## src/rtl/rv32i_types.sv

```systemverilog
// rv32i_types: shared RV32 decode types, opcodes, funct7 codes and the extended control word.
package rv32i_types;
  localparam logic [6:0] OPC_LUI    = 7'b0110111;
  localparam logic [6:0] OPC_AUIPC  = 7'b0010111;
  localparam logic [6:0] OPC_JAL    = 7'b1101111;
  localparam logic [6:0] OPC_JALR   = 7'b1100111;
  localparam logic [6:0] OPC_BRANCH = 7'b1100011;
  localparam logic [6:0] OPC_LOAD   = 7'b0000011;
  localparam logic [6:0] OPC_STORE  = 7'b0100011;
  localparam logic [6:0] OPC_OP_IMM = 7'b0010011;
  localparam logic [6:0] OPC_OP     = 7'b0110011;
  localparam logic [6:0] F7_BASE   = 7'b0000000;
  localparam logic [6:0] F7_ALT    = 7'b0100000;
  localparam logic [6:0] F7_MULDIV = 7'b0000001;
  typedef enum logic [2:0] {
    MD_MUL, MD_MULH, MD_MULHSU, MD_MULHU, MD_DIV, MD_DIVU, MD_REM, MD_REMU
  } muldiv_ops_e;
  typedef enum logic [1:0] {EMPTY, ONE, TWO} decode_state_t;
  // alu_op is {alt, funct3}; alt selects sub/sra
  typedef struct packed {
    logic [3:0]  alu_op;
    logic        a_pc;
    logic        a_zero;
    logic        b_imm;
    logic        load_regfile;
    logic        mem_read;
    logic        mem_write;
    logic [2:0]  mem_width;
    logic        branch;
    logic        jump;
    logic        muldiv_en;
    muldiv_ops_e muldiv_op;
    logic        illegal;
  } ctrl_t;
endpackage

```

## src/rtl/decode_core.sv

```systemverilog
// decode_core: combinational RV32I(+M) decoder from instruction word to control, register indices and immediate.
module decode_core import rv32i_types::*; #(
  parameter bit ENABLE_M = 1'b0,
  parameter int XLEN     = 32
) (
  input  logic [31:0]     instr,
  output ctrl_t           ctrl,
  output logic [4:0]      rs1,
  output logic [4:0]      rs2,
  output logic [4:0]      rd,
  output logic [XLEN-1:0] imm
);
  logic [6:0] opc, f7;
  logic [2:0] f3;
  logic       bad;
  assign opc = instr[6:0];
  assign f3  = instr[14:12];
  assign f7  = instr[31:25];
  assign rs1 = instr[19:15];
  assign rs2 = instr[24:20];
  assign rd  = instr[11:7];
  always_comb begin
    ctrl = '0;
    imm  = '0;
    bad  = 1'b0;
    case (opc)
      OPC_LUI: begin
        ctrl.a_zero = 1'b1; ctrl.b_imm = 1'b1; ctrl.load_regfile = 1'b1;
        imm = XLEN'($signed({instr[31:12], 12'h000}));
      end
      OPC_AUIPC: begin
        ctrl.a_pc = 1'b1; ctrl.b_imm = 1'b1; ctrl.load_regfile = 1'b1;
        imm = XLEN'($signed({instr[31:12], 12'h000}));
      end
      OPC_JAL: begin
        ctrl.jump = 1'b1; ctrl.a_pc = 1'b1; ctrl.load_regfile = 1'b1;
        imm = XLEN'($signed({instr[31], instr[19:12], instr[20], instr[30:21], 1'b0}));
      end
      OPC_JALR: begin
        ctrl.jump = 1'b1; ctrl.b_imm = 1'b1; ctrl.load_regfile = 1'b1;
        imm = XLEN'($signed(instr[31:20]));
      end
      OPC_BRANCH: begin
        ctrl.branch = 1'b1; ctrl.alu_op = {1'b0, f3};
        imm = XLEN'($signed({instr[31], instr[7], instr[30:25], instr[11:8], 1'b0}));
      end
      OPC_LOAD: begin
        ctrl.mem_read = 1'b1; ctrl.b_imm = 1'b1; ctrl.load_regfile = 1'b1; ctrl.mem_width = f3;
        imm = XLEN'($signed(instr[31:20]));
      end
      OPC_STORE: begin
        ctrl.mem_write = 1'b1; ctrl.b_imm = 1'b1; ctrl.mem_width = f3;
        imm = XLEN'($signed({instr[31:25], instr[11:7]}));
      end
      OPC_OP_IMM: begin
        bad = f3 == 3'b001 ? f7 != F7_BASE : f3 == 3'b101 ? (f7 != F7_BASE && f7 != F7_ALT) : 1'b0;
        ctrl.b_imm = 1'b1; ctrl.load_regfile = 1'b1;
        ctrl.alu_op = {f3 == 3'b101 && instr[30], f3};
        imm = XLEN'($signed(instr[31:20]));
      end
      OPC_OP: begin
        if (ENABLE_M && f7 == F7_MULDIV) begin
          ctrl.muldiv_en = 1'b1; ctrl.muldiv_op = muldiv_ops_e'(f3); ctrl.load_regfile = 1'b1;
        end else begin
          bad = !(f7 == F7_BASE || (f7 == F7_ALT && (f3 == 3'b000 || f3 == 3'b101)));
          ctrl.load_regfile = 1'b1; ctrl.alu_op = {instr[30], f3};
        end
      end
      default: bad = 1'b1;
    endcase
    if (bad) begin
      ctrl = '0;
      ctrl.illegal = 1'b1;
      imm = '0;
    end
    if (rd == 5'd0) ctrl.load_regfile = 1'b0;
  end
endmodule

```

## src/rtl/decode_stage.sv

```systemverilog
// decode_stage: registered decode with a main + skid buffer so in_ready depends only on local state.
module decode_stage import rv32i_types::*; #(
  parameter bit ENABLE_M = 1'b0,
  parameter int XLEN     = 32
) (
  input  logic            clk,
  input  logic            rst,
  input  logic            in_valid,
  output logic            in_ready,
  input  logic [31:0]     instr,
  input  logic [XLEN-1:0] in_pc,
  input  logic            flush,
  output logic            out_valid,
  input  logic            out_ready,
  output ctrl_t           ctrl,
  output logic [XLEN-1:0] out_pc,
  output logic [4:0]      rs1,
  output logic [4:0]      rs2,
  output logic [4:0]      rd,
  output logic [XLEN-1:0] imm
);
  typedef struct packed {
    ctrl_t           ctrl;
    logic [4:0]      rs1, rs2, rd;
    logic [XLEN-1:0] imm, pc;
  } entry_t;
  entry_t          dec, main_q, skid_q;
  ctrl_t           d_ctrl;
  logic [4:0]      d_rs1, d_rs2, d_rd;
  logic [XLEN-1:0] d_imm;
  decode_state_t   state, nxt;
  logic            acc, ret, ld_main, ld_skid;
  decode_core #(.ENABLE_M(ENABLE_M), .XLEN(XLEN)) u_core (
    .instr(instr), .ctrl(d_ctrl), .rs1(d_rs1), .rs2(d_rs2), .rd(d_rd), .imm(d_imm)
  );
  assign dec       = {d_ctrl, d_rs1, d_rs2, d_rd, d_imm, in_pc};
  assign in_ready  = state != TWO;
  assign out_valid = state != EMPTY;
  assign acc       = in_valid && in_ready;
  assign ret       = out_valid && out_ready;
  assign {ctrl, rs1, rs2, rd, imm, out_pc} = main_q;
  always_comb begin
    nxt = flush ? EMPTY
        : state == EMPTY ? (acc ? ONE : EMPTY)
        : state == ONE ? (acc && !ret ? TWO : !acc && ret ? EMPTY : ONE)
        : (ret ? ONE : TWO);
    ld_main = state == TWO ? ret : acc && (state == EMPTY || ret);
    ld_skid = state == ONE && acc && !ret;
  end
  always_ff @(posedge clk or negedge rst) begin
    if (!rst) begin
      state  <= EMPTY;
      main_q <= '0;
      skid_q <= '0;
    end else begin
      state <= nxt;
      if (ld_main) main_q <= state == TWO ? skid_q : dec;
      if (ld_skid) skid_q <= dec;
    end
  end
endmodule

```

## config.mk

```make
export PLATFORM = sky130hd
export DESIGN_NAME = decode_stage
export DESIGN_NICKNAME = d
export VERILOG_FILES = /design/src/rtl/rv32i_types.sv /design/src/rtl/decode_core.sv /design/src/rtl/decode_stage.sv
export SDC_FILE = /design/constraint.sdc
export NUM_CORES = 1
export LEC_CHECK = 0
export ABC_AREA = 1
export CORE_ASPECT_RATIO = 0.7
export CORE_MARGIN = 1
export CORE_UTILIZATION = 30
export CTS_CLUSTER_DIAMETER = 150
export DETAILED_ROUTE_END_ITERATION = 7
export PLACE_DENSITY = 0.58
export SYNTH_ARGS = -nofsm -noshare
export SYNTH_HDL_FRONTEND = slang
export SYNTH_HIERARCHICAL = 1
export SYNTH_SLANG_ARGS = --single-unit
```

## constraint.sdc

```tcl
create_clock -name clk -period 1.4 [get_ports clk]
set_input_delay 0.28 -clock clk [delete_from_list [all_inputs] [get_ports clk]]
set_output_delay 0.28 -clock clk [all_outputs]
set_load 0.05 [all_outputs]
```

-- Word level (Yosys, flattened, before mapping)
Index checks and enable logic that the tools add are counted.
- register bits: 200
- input port bits: 69
- output and inout bits: 101
- word-level logic and storage cells: 109
- equal/unequal tests: 16
- mux-type cells: 26
- reductions and logical operators: 30
- operators with widths (cell ; count):
    $pmux W32 S5 ; 1
    $mux W99 ; 1
    $mux W32 ; 1
    $eq A7 B6 Y1 const B ; 4
    $eq A7 B7 Y1 const B ; 3
    $mux W20 ; 1
    $eq A7 B5 Y1 const B ; 2
    $mux W1 ; 14
    $reduce_or A7 Y1 ; 2
    $pmux W4 S3 ; 1
    $logic_and A1 B1 Y1 ; 10
    $mux W2 ; 5
    $reduce_or A2 Y1 ; 4
    $eq A7 B2 Y1 const B ; 1
    $logic_not A7 Y1 ; 1
    $ne A7 B6 Y1 const B ; 1
    $reduce_bool A7 Y1 ; 1
    $reduce_or A6 Y1 ; 1
    $logic_not A5 Y1 ; 1
    $eq A3 B1 Y1 const B ; 1
    $eq A3 B3 Y1 const B ; 1
    $logic_not A1 Y1 ; 3
    $logic_not A3 Y1 ; 1
    $logic_or A1 B1 Y1 ; 3
    other kinds (8) ; 8

-- Depth between registers and ports, before layout
- word-level depth: 9
- mapped depth: 15
- gate-level depth less buffers: 14

-- Hierarchy
Netlist, hierarchy kept.
- by module, submodules not included (module ; times used ; cells each ; area each (um2) ; sequential area each (um2)):
    decode_stage ; 1 ; 1193 ; 9232.6 ; 5004.8
    decode_core ; 1 ; 239 ; 1336.3 ; 0.0

-- Worst setup path before layout
OpenSTA, ideal clock, no wires.
- kind: input -> register
- from: in instr[25]
- to: reg main_q, in the netlist ctrl[0]
- library setup time: 0.118 ns
- arrival: 1.483 ns
- required time: 1.282 ns
- path slack: -0.201 ns
- stages on the path: 14
- buffers on the path: 2
- cells stage by stage: inv_1 nand2_1 nor2_1 nand2_1 nand2_1 nor2_2 nor2_4 nand2_8 buf_12 buf_4 nand2_1 nand2_1 nand3_1 nand2_1
- RTL lines (what ; RTL line ; RTL):
    start: declaration ; decode_stage.sv:10 ; input logic [31:0] instr,
    end signal: assignment ; decode_stage.sv:57 ; if (ld_main) main_q <= state == TWO ? skid_q : dec;
    end: declaration ; decode_stage.sv:27 ; entry_t dec, main_q, skid_q;

-- Worst setup path in the final report
- from: reg state[1]
- to: reg main_q, in the netlist imm[29]
- cells in the longest elaborated chain, start to end: 5
- elaborated cells on any way between the ends: 10
- classes of those cells: eq/ne: 2; mux: 2; reduce/logical: 6
- ends and longest elaborated chain (what ; RTL line ; RTL):
    start: declaration ; decode_stage.sv:31 ; decode_state_t state, nxt;
    start signal: assignment ; decode_stage.sv:56 ; state <= nxt;
    $reduce_bool A2 Y1 ; decode_stage.sv:38 ; assign out_valid = state != EMPTY;
    $logic_and A1 B1 Y1 ; decode_stage.sv:40 ; assign ret = out_valid && out_ready;
    $logic_or A1 B1 Y1 ; decode_stage.sv:47 ; ld_main = state == TWO ? ret : acc && (state == EMPTY || ret);
    $logic_and A1 B1 Y1 ; decode_stage.sv:47 ;
    $mux W1 ; decode_stage.sv:47 ;
Parallel ways exist; a longest one is shown, timed or not.
A chain may end at the register's enable or synchronous reset.

==> impl_results.md <==
- Outcome: complete, but fails checks
- Violated checks: setup timing
- RD Place Congestion: 0.891
- Largest family of logic cells by synthesized area: simple AND/OR/NAND/NOR gates
- Peak VDD IR: 633 uV
- Critical path startpoint: state[1]
- Post-Route Skew: 0.0144 ns
- Distinct cells, synth: 28
- Die W: 226 um
- Int Power: 0.0112 W
- Post-Route WL: 39.3 mm
- Mux share of post-synthesis cell area: 0%
- Nets: 1770
- Final WS setup: -0.205 ns
- Initial antenna violation count: 2
- Post-Syn Area: 0.0106 mm^2
- Synth Area per Inst: 7.38 um^2
- Routed wire per std cell: 18.0 um
- Clock Tree Buf Depth: 2
- CP endpoint kind: flip-flop
- CP max FO: 8
- RSZ-0062 raised after global routing: true
- FF-to-FF setup slack: -0.21 ns
- Psw: 0.00553 W
- Area Overhead vs Synth: 67.6%
- Compound-gate portion of the synthesized area: 5.37%
- Multi-input logic area: 0.00563 mm^2
- Cells after Synth: 1432
- RR Startpoint: state[1]
- Largest net degree at the start of global routing: 58
- P_leak: 8.72 nW
- Seq/Total Area, Yosys: 47.4%
- Clk slew on worst S/H paths: 0.08 ns
- Hold Slack: 0.189 ns
- Clock share of power: 31.5%
- Worst path arrival time: 1.96 ns
- FF+latch area: 0.00502 mm^2
- Fmax achieved: 623 MHz
- All-layer global routing usage: 21.0%
- Core area: 0.0347 mm^2
- Placed cells: 2074
- CP Cell Sequence: inv_4, nand2_4, buf_6, nand2_8, nand2_8, buf_12, clkbuf_16, nand2_4, nand2_2
- Post-Synth Adder-Cell Area: 0%
- Die Span Y: 159 um
- Final Setup Violations: 200
- Yosys reg bits: 200
- FP Rows: 57
- Share of the synthesized area in the top cell type: 47.4%
- Vias in the first global route: 10200
- Comb power frac: 27.4%
- Worst min-delay path class: input pin to flip-flop
- First-pass GRT wire length: 58.3 mm
- CTS tree: built
- # DRC: 0
- Layout Cells excl Fill: 2187
- Most frequent cells in the layout: nand2_1, dfrtp_1, nand3_1
- Critical path type: flip-flop to flip-flop
- Initial Utilization: 30.5%
- Simple-Gate Fraction of Synth Area: 36.3%
- I/O Buffers: 169
- Post-layout min period: 1.61 ns
- Hpwl dp: 23.1 mm
- Top cells by area, synth: dfrtp_1, nand2_1, nand3_1
- H-tree levels: 4
- Post-route ant nets: 0
- Num CTS Buffers: 17
- Remaining Overflow, GRT: 0
- # Max-Cap Violations: 0
- Vias per cell: 4.90
- Switching Share: 33.1%
- End point of the critical path: imm[29]
- Die area: 0.0360 mm^2
- Peak per-stage delay on the critical path: 0.54 ns
- Layout cells sized above 1: 38.9%
- Root Driver: clkbuf_16
- Pre-Repair DR Iteration Count: 7
- Fin crit share: 115%
- Most common cell after layout, fill and taps aside: nand2_1
- Post-Synth XOR/XNOR Area: 0%
- Worst Path Required: 1.75 ns
- Drt initial violations: 1022
- Critical Path Slowest Stage Cell: dfrtp_4
- Pwr Total: 0.0167 W
- Fin util: 51.1%
- Clock sink total: 200
- FF-to-FF End: imm[29]
- # fillers: 3125
- Ports: 170
- Reg power frac: 41.1%
- YS warnings: 6
- Worst skew pair latency: 0.47 ns
- Cell area power density: 945 mW/mm^2
- Worst reg-to-reg path cell count: 9
- Vias: 10700
- Max-slew violation count: 0
- CP startpoint kind: flip-flop
- Largest area contributor in the synthesized netlist: dfrtp_1
- Hold Vio Cnt, Final: 0
[metal layers]
layer	wire length, um	global-route usage (%)	up-vias
met4	1150	6.97	2
met3	2210	3.86	79
met1	17600	29.0	5221
met2	18400	33.0	389
li1	-	-	5016
met5	15	0	-
[worst max-delay path, delay by kind of cell, from the launching register on]
family                 cells  cell delay [ns]
flip-flops                 1             0.54
AND/OR/NAND/NOR            5             0.37
buffers and inverters      4             0.57
[cells in the mapped netlist]
| cell | n |
|---|---|
| buf_8 | 1 |
| nand3_1 | 207 |
| nand2_1 | 538 |
| nand2_2 | 7 |
| clkbuf_1 | 35 |
| nand4_1 | 4 |
| o21ai_0 | 105 |
| buf_12 | 2 |
| a21oi_1 | 6 |
| conb_1 | 1 |
| nand4_2 | 1 |
| o22ai_1 | 1 |
| nor2_4 | 12 |
| dfrtp_1 | 200 |
| inv_2 | 9 |
| a31oi_1 | 1 |
| nor2_2 | 32 |
| nand3_4 | 2 |
| inv_1 | 129 |
| nand2_4 | 6 |
| nor3_1 | 2 |
| buf_4 | 23 |
| nand3_2 | 2 |
| nor2_1 | 55 |
| buf_6 | 5 |
| nand2_8 | 1 |
| nand3b_1 | 1 |
| buf_2 | 44 |
[flip-flops by register name (all words and copies together), names as in the netlist]
signal,flops
skid_q,99
out_pc,32
rs2,5
state,2
ctrl,20
rs1,5
rd,5
imm,32
[cells by family after synthesis]
kind of cell | after synthesis
buffers and inverters | 248
DFF | 200
AOI/OAI and AO/OA | 113
and+or+nand+nor | 870
other | 1
[per-stage QoR]
| step | TNS [ns] | setup WS (ns) | area, um^2 |
|---|---|---|---|
| 5_1_grt | -38.39 | -0.269 | 17700 |
| 2_1_floorplan | -5.42 | -0.144 | 10700 |
| 3_5_place_dp | -102.14 | -0.980 | 14600 |
| 6_report | -26.38 | -0.205 | 17700 |
| 3_3_place_gp | -100.81 | -0.984 | 14600 |
| 4_1_cts | -29.78 | -0.238 | 16200 |
[power groups by stage]
stage                     registers [W]  clock network, W  logic, W
final                           0.00688           0.00527   0.00458
after floorplan                 0.00748                 0   0.00110
after detailed placement        0.00689                 0   0.00373
after global placement          0.00687                 0   0.00370
after CTS                       0.00679           0.00535   0.00407
after global routing            0.00696           0.00562   0.00486
[what timing repair did]
action,CTS,global route
setup buffers,25,26
cloned,17,18
pin swaps,38,100
hold endpoints to repair,30,0
resized for setup,202,314
setup endpoints to repair,160,210
hold buffers,1,0
[how the worst min path moves through the flow]
stage | startpoint | to | slack [ns] | depth (start not counted)
after floorplan | rst | ctrl[0] | -0.02 | 0
after global placement | rst | ctrl[1] | 0.25 | 1
after detailed placement | rst | skid_q[4] | 0.25 | 1
after CTS | instr[28] | skid_q[40] | 0.21 | 5
after global routing | instr[27] | skid_q[39] | 0.18 | 5
final | instr[27] | skid_q[39] | 0.19 | 5
[area by class of cell]
type / instances / area share [%]
clock inverter: 15 / 1.02
tap: 472 / 3.33
timing repair buffer: 356 / 29.9
inverter: 138 / 3.18
clock buffer: 17 / 2.40
sequential: 200 / 28.3
multi-input combinational: 988 / 31.8
antenna: 1 / 0.0141
No activity file was read; power rests on OpenSTA's default activity.
